<file path="src/rtl/traffic_pkg.sv">
// Shared types for the traffic phase controller: lamp encodings, phase codes
// and a helper that fans one lamp value out to a bank of identical heads.
package traffic_pkg;

    typedef enum logic [1:0] {
        GREEN  = 2'b00,
        YELLOW = 2'b01,
        RED    = 2'b10,
        OFF    = 2'b11
    } sig_t;

    typedef enum logic [2:0] {
        ALLRED_A = 3'd0,
        HW_GRN   = 3'd1,
        HW_YEL   = 3'd2,
        ALLRED_B = 3'd3,
        FARM_GRN = 3'd4,
        FARM_YEL = 3'd5,
        FLASH    = 3'd6
    } state_t;

    // Widest head bank the replication helper can serve.
    localparam int unsigned MAX_HEADS = 32;

    // Callers truncate the result to 2*N bits for an N-head bank.
    function automatic logic [2*MAX_HEADS-1:0] rep_sig(input sig_t s);
        return {MAX_HEADS{s}};
    endfunction

endpackage

</file>
<file path="src/rtl/tick_prescaler.sv">
// Divides clk down to a one-cycle tick every TICK_DIV running cycles;
// go=0 freezes the count and clr restarts it from zero.
module tick_prescaler #(
    parameter int unsigned TICK_DIV = 50_000_000
) (
    input  logic clk,
    input  logic rst,
    input  logic go,
    input  logic clr,
    output logic tick
);

    localparam int unsigned CW = (TICK_DIV > 1) ? $clog2(TICK_DIV) : 1;
    localparam logic [CW-1:0] LAST = CW'(TICK_DIV - 1);

    logic [CW-1:0] cnt_q;
    logic [CW-1:0] cnt_d;

    assign tick = go && (cnt_q == LAST);

    always_comb begin
        cnt_d = cnt_q;
        if (clr || tick) begin
            cnt_d = '0;
        end else if (go) begin
            cnt_d = cnt_q + CW'(1);
        end
    end

    always_ff @(posedge clk) begin
        if (rst) begin
            cnt_q <= '0;
        end else begin
            cnt_q <= cnt_d;
        end
    end

endmodule

</file>
<file path="src/rtl/traffic_phase_ctrl.sv">
// Sensor-actuated highway/farm phase controller: highway green by default,
// yields to the farm road on a latched request, with a flashing maintenance mode.
module traffic_phase_ctrl
    import traffic_pkg::*;
#(
    parameter int unsigned N_HW     = 2,
    parameter int unsigned N_FARM   = 2,
    parameter int unsigned TICK_DIV = 50_000_000,
    parameter int unsigned T_ALLRED = 1,
    parameter int unsigned T_YEL    = 3,
    parameter int unsigned T_HW_MIN = 30,
    parameter int unsigned T_FARM   = 15
) (
    input  logic                  clk,
    input  logic                  rst,
    input  logic                  go,
    input  logic                  farm_req,
    input  logic                  flash_en,
    output logic [2*N_HW-1:0]     hw_sig,
    output logic [2*N_FARM-1:0]   farm_sig,
    output logic [2:0]            phase,
    output logic                  phase_start
);

    localparam int unsigned T_M1  = (T_ALLRED > T_YEL) ? T_ALLRED : T_YEL;
    localparam int unsigned T_M2  = (T_HW_MIN > T_FARM) ? T_HW_MIN : T_FARM;
    localparam int unsigned T_MAX = (T_M1 > T_M2) ? T_M1 : T_M2;
    localparam int unsigned TW    = $clog2(T_MAX + 1);

    localparam logic [TW-1:0] T_SAT    = TW'(T_MAX);
    localparam logic [TW-1:0] AR_END   = TW'(T_ALLRED - 1);
    localparam logic [TW-1:0] YEL_END  = TW'(T_YEL - 1);
    localparam logic [TW-1:0] HW_END   = TW'(T_HW_MIN - 1);
    localparam logic [TW-1:0] FARM_END = TW'(T_FARM - 1);

    state_t        state_q, state_d;
    logic [TW-1:0] timer_q, timer_d;
    logic          req_q,   req_d;
    logic          lit_q,   lit_d;
    logic          start_q, start_d;
    sig_t          hw_q,    hw_d;
    sig_t          farm_q,  farm_d;
    logic          tick;
    logic          adv;

    tick_prescaler #(
        .TICK_DIV (TICK_DIV)
    ) u_prescaler (
        .clk  (clk),
        .rst  (rst),
        .go   (go),
        .clr  (adv),
        .tick (tick)
    );

    // Next state, timer, request latch, flash phase and lamp decode.
    always_comb begin
        state_d = state_q;
        timer_d = timer_q;
        req_d   = req_q;
        lit_d   = lit_q;
        hw_d    = RED;
        farm_d  = RED;
        adv     = 1'b0;
        start_d = 1'b0;

        if (tick) begin
            case (state_q)
                ALLRED_A: begin
                    if (timer_q == AR_END) begin
                        if (flash_en) state_d = FLASH;
                        else          state_d = HW_GRN;
                    end
                end
                HW_GRN: begin
                    if (flash_en || (req_q && (timer_q >= HW_END))) begin
                        state_d = HW_YEL;
                    end
                end
                HW_YEL: begin
                    if (timer_q == YEL_END) begin
                        if (flash_en) state_d = FLASH;
                        else          state_d = ALLRED_B;
                    end
                end
                ALLRED_B: begin
                    if (timer_q == AR_END) begin
                        if (flash_en) state_d = FLASH;
                        else          state_d = FARM_GRN;
                    end
                end
                FARM_GRN: begin
                    if (flash_en || (timer_q == FARM_END)) begin
                        state_d = FARM_YEL;
                    end
                end
                FARM_YEL: begin
                    if (timer_q == YEL_END) begin
                        if (flash_en) state_d = FLASH;
                        else          state_d = ALLRED_A;
                    end
                end
                FLASH: begin
                    if (!flash_en) state_d = ALLRED_A;
                end
                default: state_d = ALLRED_A;
            endcase
        end

        adv     = (state_d != state_q);
        start_d = adv;

        // Timer restarts on every phase change and saturates instead of wrapping.
        if (adv) begin
            timer_d = '0;
        end else if (tick && (timer_q != T_SAT)) begin
            timer_d = timer_q + TW'(1);
        end

        if (adv) begin
            lit_d = 1'b1;
        end else if (tick && (state_q == FLASH)) begin
            lit_d = ~lit_q;
        end

        // A request arriving on the FARM_GRN entry cycle is deliberately dropped.
        if (adv && (state_d == FARM_GRN)) begin
            req_d = 1'b0;
        end else if (farm_req && (state_q != FARM_GRN)) begin
            req_d = 1'b1;
        end

        case (state_d)
            HW_GRN:   hw_d   = GREEN;
            HW_YEL:   hw_d   = YELLOW;
            FARM_GRN: farm_d = GREEN;
            FARM_YEL: farm_d = YELLOW;
            FLASH: begin
                if (lit_d) begin
                    hw_d = YELLOW;
                end else begin
                    hw_d   = OFF;
                    farm_d = OFF;
                end
            end
            default: ;
        endcase
    end

    always_ff @(posedge clk) begin
        if (rst) begin
            state_q <= ALLRED_A;
            timer_q <= '0;
            req_q   <= 1'b0;
            lit_q   <= 1'b1;
            start_q <= 1'b0;
            hw_q    <= RED;
            farm_q  <= RED;
        end else begin
            state_q <= state_d;
            timer_q <= timer_d;
            req_q   <= req_d;
            lit_q   <= lit_d;
            start_q <= start_d;
            hw_q    <= hw_d;
            farm_q  <= farm_d;
        end
    end

    assign hw_sig      = (2*N_HW)'(rep_sig(hw_q));
    assign farm_sig    = (2*N_FARM)'(rep_sig(farm_q));
    assign phase       = 3'(state_q);
    assign phase_start = start_q;

endmodule

</file>
<file path="config.mk">
export PLATFORM = sky130hd
export DESIGN_NAME = traffic_phase_ctrl
export DESIGN_NICKNAME = d
export VERILOG_FILES = /design/src/rtl/traffic_pkg.sv /design/src/rtl/tick_prescaler.sv /design/src/rtl/traffic_phase_ctrl.sv
export SDC_FILE = /design/constraint.sdc
export NUM_CORES = 1
export LEC_CHECK = 0
export ABC_AREA = 1
export BUFFER_PORTS_ARGS = -buffer_cell sky130_fd_sc_hd__buf_2
export CAP_MARGIN = 0
export CORE_UTILIZATION = 50
export CTS_CLUSTER_DIAMETER = 80
export DETAILED_ROUTE_END_ITERATION = 6
export GPL_TIMING_DRIVEN = 0
export MAX_ROUTING_LAYER = met4
export PLACE_DENSITY = 0.68
export SYNTH_ARGS = -nofsm -noshare
export SYNTH_HDL_FRONTEND = slang
export SYNTH_SLANG_ARGS = --single-unit
</file>
<file path="constraint.sdc">
create_clock -name clk -period 4.59 [get_ports clk]
set_clock_uncertainty 0.05 [all_clocks]
set_input_delay 0.459 -clock clk [delete_from_list [all_inputs] [get_ports clk]]
set_output_delay 0.459 -clock clk [all_outputs]
set_load 0.01 [all_outputs]
</file>
# Word level (Yosys, flattened, before mapping)
# Index checks and enable logic that the tools add are counted.
# op_classes
n_addsub	2
mul	0
n_div	0
magnitude_cmp	1
eq_ne	17
shift	0
n_mux	19
bitwise	1
n_reduce_logical	14
# ops
op	count
$mux W3	11
$add A26 B1 Y26 const B	1
$eq A26 B26 Y1 const B	1
$pmux W3 S7	1
$eq A3 B3 Y1 const B	6
$pmux W2 S3	2
$eq A3 B2 Y1 const B	3
$eq A3 B1 Y1 const B	2
$logic_and A1 B1 Y1	6
$reduce_or A2 Y1	3
$add A5 B1 Y5 const B	1
$eq A5 B2 Y1 const B	1
$eq A5 B4 Y1 const B	1
$ge A5 B5 Y1 const B	1
$logic_not A5 Y1	1
$ne A5 B5 Y1 const B	1
$mux W2	2
$logic_not A3 Y1	1
$logic_or A1 B1 Y1	3
$mux W1	3
$ne A3 B3 Y1	1
$ne A3 B3 Y1 const B	1
$not A1 Y1	1
# word_totals
register_bits	41
latch_bits	0
ramBits	0
romBits	0
input_bits	5
out_inout_bits	12
elab_cells	62
n_memories	0

# Longest topological paths before layout
# depth
depth_word	10
depth_mapped	17
ltp_nobuf	17

# Cells and area by module
# A second synthesis with hierarchy kept.
# hier_totals
cells_unflattened	412
area_unflattened_um2	2620.0
# by_module_without_submodules
mod	n_inst	cells_per_inst	area_per_inst_um2	seq_area_each_um2
tick_prescaler	1	241	1540.2	520.5
traffic_phase_ctrl	1	171	1079.8	300.3

# Least setup slack after synthesis
# No wires, ideal clock.
# synth_timing
path_kind	register to register
from	register timer_q[0]
to	register u_prescaler.cnt_q[25]
setup_time_ps	61
t_arrival_ps	1799
required_time_ps	4479
setup_slack_ps	2680
stages_incl_launch_ff	16
path_buffers	1
synth_period_minus_slack_ps	1910
cell_sequence	dfxtp_1 > inv_1 > ha_1 > inv_1 > nor2_1 > nand3_1 > nand3_2 > nand2_1 > nor2_1 > nand2_1 > nand3_1 > nand2_2 > nor2_4 > nand3_4 > buf_6 > nor2_4
# synth_between
elab_chain_cells	9
word_cells_on_any_way	18
classes_between	1 x order compare; 3 x eq/ne; 8 x mux; 6 x reduce/logical
# synth_rtl
element	line_no	text
start, declared	traffic_phase_ctrl.sv:37	logic [TW-1:0] timer_q, timer_d;
start signal, assigned	traffic_phase_ctrl.sv:161	timer_q <= timer_d;
$ge A5 B5 Y1	traffic_phase_ctrl.sv:76	if (flash_en || (req_q && (timer_q >= HW_END))) begin
$logic_and A1 B1 Y1	traffic_phase_ctrl.sv:76	
$logic_or A1 B1 Y1	traffic_phase_ctrl.sv:76	
$mux W3	traffic_phase_ctrl.sv:76	
$pmux W3 S7 (*)	traffic_phase_ctrl.sv:68	case (state_q)
$mux W3 (*)	traffic_phase_ctrl.sv:67	if (tick) begin
$ne A3 B3 Y1 (*)	traffic_phase_ctrl.sv:110	adv = (state_d != state_q);
$logic_or A1 B1 Y1 (*)	tick_prescaler.sv:23	if (clr || tick) begin
$reduce_or A2 Y1 (no source line) (*)	n/a	
end signal, assigned	tick_prescaler.sv:34	cnt_q <= cnt_d;
end, declared	tick_prescaler.sv:16	logic [CW-1:0] cnt_q;
# Mark *: on every way between the ends. The rest lies on a longest branch, timed or not.
# A chain may end at the register's enable or synchronous reset.

# Worst setup path in the final report
# layout_timing
from	register timer_q[0]
to	register u_prescaler.cnt_q[8]
# The elaborated chain is that of the path after synthesis.

==> reports/summary.txt <==
Synthesized area per cell - 6.72 sq um
WS Path Type - flop to flop
Hold Vio Cnt, Final - 0
Max Slew Vio Count - 0
DP Area - 2670 sq um
Layout cell share with drive strength beyond 1 - 14.7%
Min-Delay Path Class - primary input to flop
Setup bufs post-CTS - 0
Routed len/inst - 11.0 um
Max Cap Viol - 0
Total number of clock tree sinks - 41
Post-route DRC - 0
Antenna violations before repair - 0
Syn. warnings - 0
Syn Nets - 383
Crit path time final - 2.22 ns
Final worst-path cycle share - 48.3%
PortBufs - 16
WL final - 5.08 mm
# diodes - 0
Grt total ovfl - 0
Final setup fails - 0
Post-Syn Area - 2500 sq um
VDD IR-drop max - 0.000113 V
Req. time, crit path - 4.78 ns
DR pass1 iterations - 4
Global Route Usage Sum - 22.0%
Worst slew margin - 66.1%
Worst R2R Setup Slack - 2.37 ns
Die area - 5300 sq um
Worst path bufs/invs - 3
CP Launch Type - flop
Crit. End Element - flop
Routed vias/inst - 4.98
Clock Tree Buf Depth - 2
CP delay by family, top - simple AND/OR/NAND/NOR gates
First-pass GRT wire length - 8.84 mm
Synth-to-Final Area Change - 9.49%
IO Pins - 17
Leak - 0.00114 uW
Core Region - 4790 sq um
Hold buffers post-CTS - 0
Fmax - 451 MHz
Least-Margin Pin Slew - 0.505 ns
Worst-Skew Late Latency - 0.29 ns
Initial core utilization - 52.3%
CP max FO - 10
Crit-path most repeated cell - nor2_1
Run status - finished, final reports clean
Worst Path Arrival - 2.40 ns
Routed Antenna Nets - 0
Num CTS Buffers - 5
Sequential fraction of the synthesis area - 32.8%
Register bit total from synthesis - 41
Pin count of the biggest net entering global routing - 12
DIE WIDTH - 72.8 um
CTS tree - yes
Min Hold Slack - 0.323 ns
Synth unique cells - 31
Die Y - 72.8 um
Number of core rows - 25
Hpwl dp - 4.00 mm
Fin Setup TNS - 0 ns
Crit-path slowest cell - dfxtp_1
Post-CTS Resized - 0
Design Area, Final - 2740 sq um
Htree depth - 2
Number of global-route vias before repair - 2,068
Unrepaired setup endpoints after global routing - no
Nets - 406
Via count - 2,302
Clk slew on worst S/H paths - 0.07 ns
RD Place Congestion - 0.874
PwrDens - 220 nW/um^2
Initial drt markers - 130
CTS root buffer - clkbuf_8
Total power - 603 uW
Critical Path Max Stage Delay - 0.36 ns
Critical path cell sequence - inv_1 > ha_1 > inv_1 > nor2_1 > nand3_1 > nand3_2 > nand2_1 > nor2_1 > nand2_1 > nand3_1 > nand2_2 > nor2_4 > nand3_4 > buf_6 > nor2_1
Cells after Synth - 373
logic make-up (layout without fill, tap and decap cells):
family / after synthesis / after routing / share of synthesized area [%]
flops: 41 / 41 / 32.8
compound gates: 23 / 23 / 5.00
xor+xnor: 21 / 21 / 7.34
fa+ha+maj: 5 / 5 / 2.50
simple gates: 231 / 231 / 43.1
buf+inv: 52 / 74 / 9.29
layer usage:
layer	global-route usage (%)	part of all wire, %	routed length, um	vias up
met5	-	0	0	-
li1	-	-	-	1225
met3	4.56	3.1	156	5
met4	7.19	1.2	63	0
met1	28.4	51	2580	1039
met2	34.4	45	2280	33
Yosys cell counts:
library cell | instances | area share (%)
nor3_4 | 1 | 0.65
nor3b_1 | 1 | 0.30
nor2_1 | 62 | 9.3
nand4_1 | 10 | 2.5
nor3_2 | 2 | 0.80
xor2_1 | 14 | 4.9
buf_4 | 4 | 1.2
nor3_1 | 7 | 1.4
inv_2 | 4 | 0.60
nand2_1 | 91 | 14
o21ai_1 | 1 | 0.20
dfxtp_1 | 41 | 33
a21oi_1 | 13 | 2.6
o21ai_0 | 6 | 1.2
o21ai_2 | 1 | 0.35
nor4_1 | 2 | 0.50
nor4_2 | 1 | 0.50
or2_1 | 1 | 0.25
a21o_1 | 1 | 0.30
ha_1 | 5 | 2.5
nor2_2 | 4 | 1.0
nand3_2 | 2 | 0.80
buf_6 | 3 | 1.3
a21oi_2 | 1 | 0.35
inv_1 | 41 | 6.1
nor2_4 | 5 | 2.2
nand2_2 | 5 | 1.2
nand3_4 | 1 | 0.70
or2_2 | 2 | 0.50
nand3_1 | 34 | 6.8
xnor2_1 | 7 | 2.4
layout make-up:
cell class	count	area [sq um]
Clock inverter	1	5.00
Fill cell	473	2040
Buffer	7	63.8
Tap cell	67	83.8
Sequential cell	41	821
Clock buffer	5	68.8
Multi-Input combinational cell	280	1450
Inverter	45	169
Timing Repair Buffer	16	80.1
cell usage in the layout, fill, tap and decap left out:
master,netlist,final
a21o_1,1,1
a21oi_1,13,13
a21oi_2,1,1
buf_2,0,16
buf_4,4,4
buf_6,3,3
clkbuf_8,0,5
clkinv_2,0,1
dfxtp_1,41,41
ha_1,5,5
inv_1,41,41
inv_2,4,4
nand2_1,91,91
nand2_2,5,5
nand3_1,34,34
nand3_2,2,2
nand3_4,1,1
nand4_1,10,10
nor2_1,62,62
nor2_2,4,4
nor2_4,5,5
nor3_1,7,7
nor3_2,2,2
nor3_4,1,1
nor3b_1,1,1
nor4_1,2,2
nor4_2,1,1
o21ai_0,6,6
o21ai_1,1,1
o21ai_2,1,1
or2_1,1,1
or2_2,2,2
xnor2_1,7,7
xor2_1,14,14
path summary, 6_finish.rpt:
check	start	end	cells past startpoint
max	timer_q[0]$_SDFFE_PP0P_	u_prescaler.cnt_q[8]$_SDFFE_PP0P_	15
min	rst	hw_q[0]$_SDFF_PP0_	2
max reg2reg	timer_q[0]$_SDFFE_PP0P_	u_prescaler.cnt_q[8]$_SDFFE_PP0P_	15
min reg2reg	req_q$_SDFFE_PP0P_	req_q$_SDFFE_PP0P_	2
registers in the layout (all words and copies together), names as in the netlist:
register,flops
u_prescaler.cnt_q,26
lit_q,1
phase_start,1
hw_q,2
farm_q,2
timer_q,5
phase,3
req_q,1
worst register-to-register path, cell delays in order (launching register included):
cell and delay (ns):
dfxtp_1 0.36, inv_1 0.14, ha_1 0.18, inv_1 0.05
nor2_1 0.20, nand3_1 0.12, nand3_2 0.10, nand2_1 0.05
nor2_1 0.09, nand2_1 0.08, nand3_1 0.08, nand2_2 0.08
nor2_4 0.15, nand3_4 0.15, buf_6 0.19, nor2_1 0.09
report_power, final:
part / total (uW) / internal [uW] / switching (uW)
clock network: 216 / 100 / 116
logic: 26.2 / 9.85 / 16.3
registers: 360 / 358 / 1.99
per-stage QoR:
| step | instances | worst slack [ns] | utilization [%] |
|---|---|---|---|
| 2_1_floorplan | 373 | 2.68 | - |
| 3_3_place_gp | 456 | 2.42 | 55.8 |
| 5_1_grt | 462 | 2.03 | 57.3 |
| 4_1_cts | 462 | 2.35 | 57.3 |
| 3_5_place_dp | 456 | 2.38 | 55.8 |
| 6_report | 462 | 2.37 | 57.3 |
No activity file was read; power rests on OpenSTA's default activity.
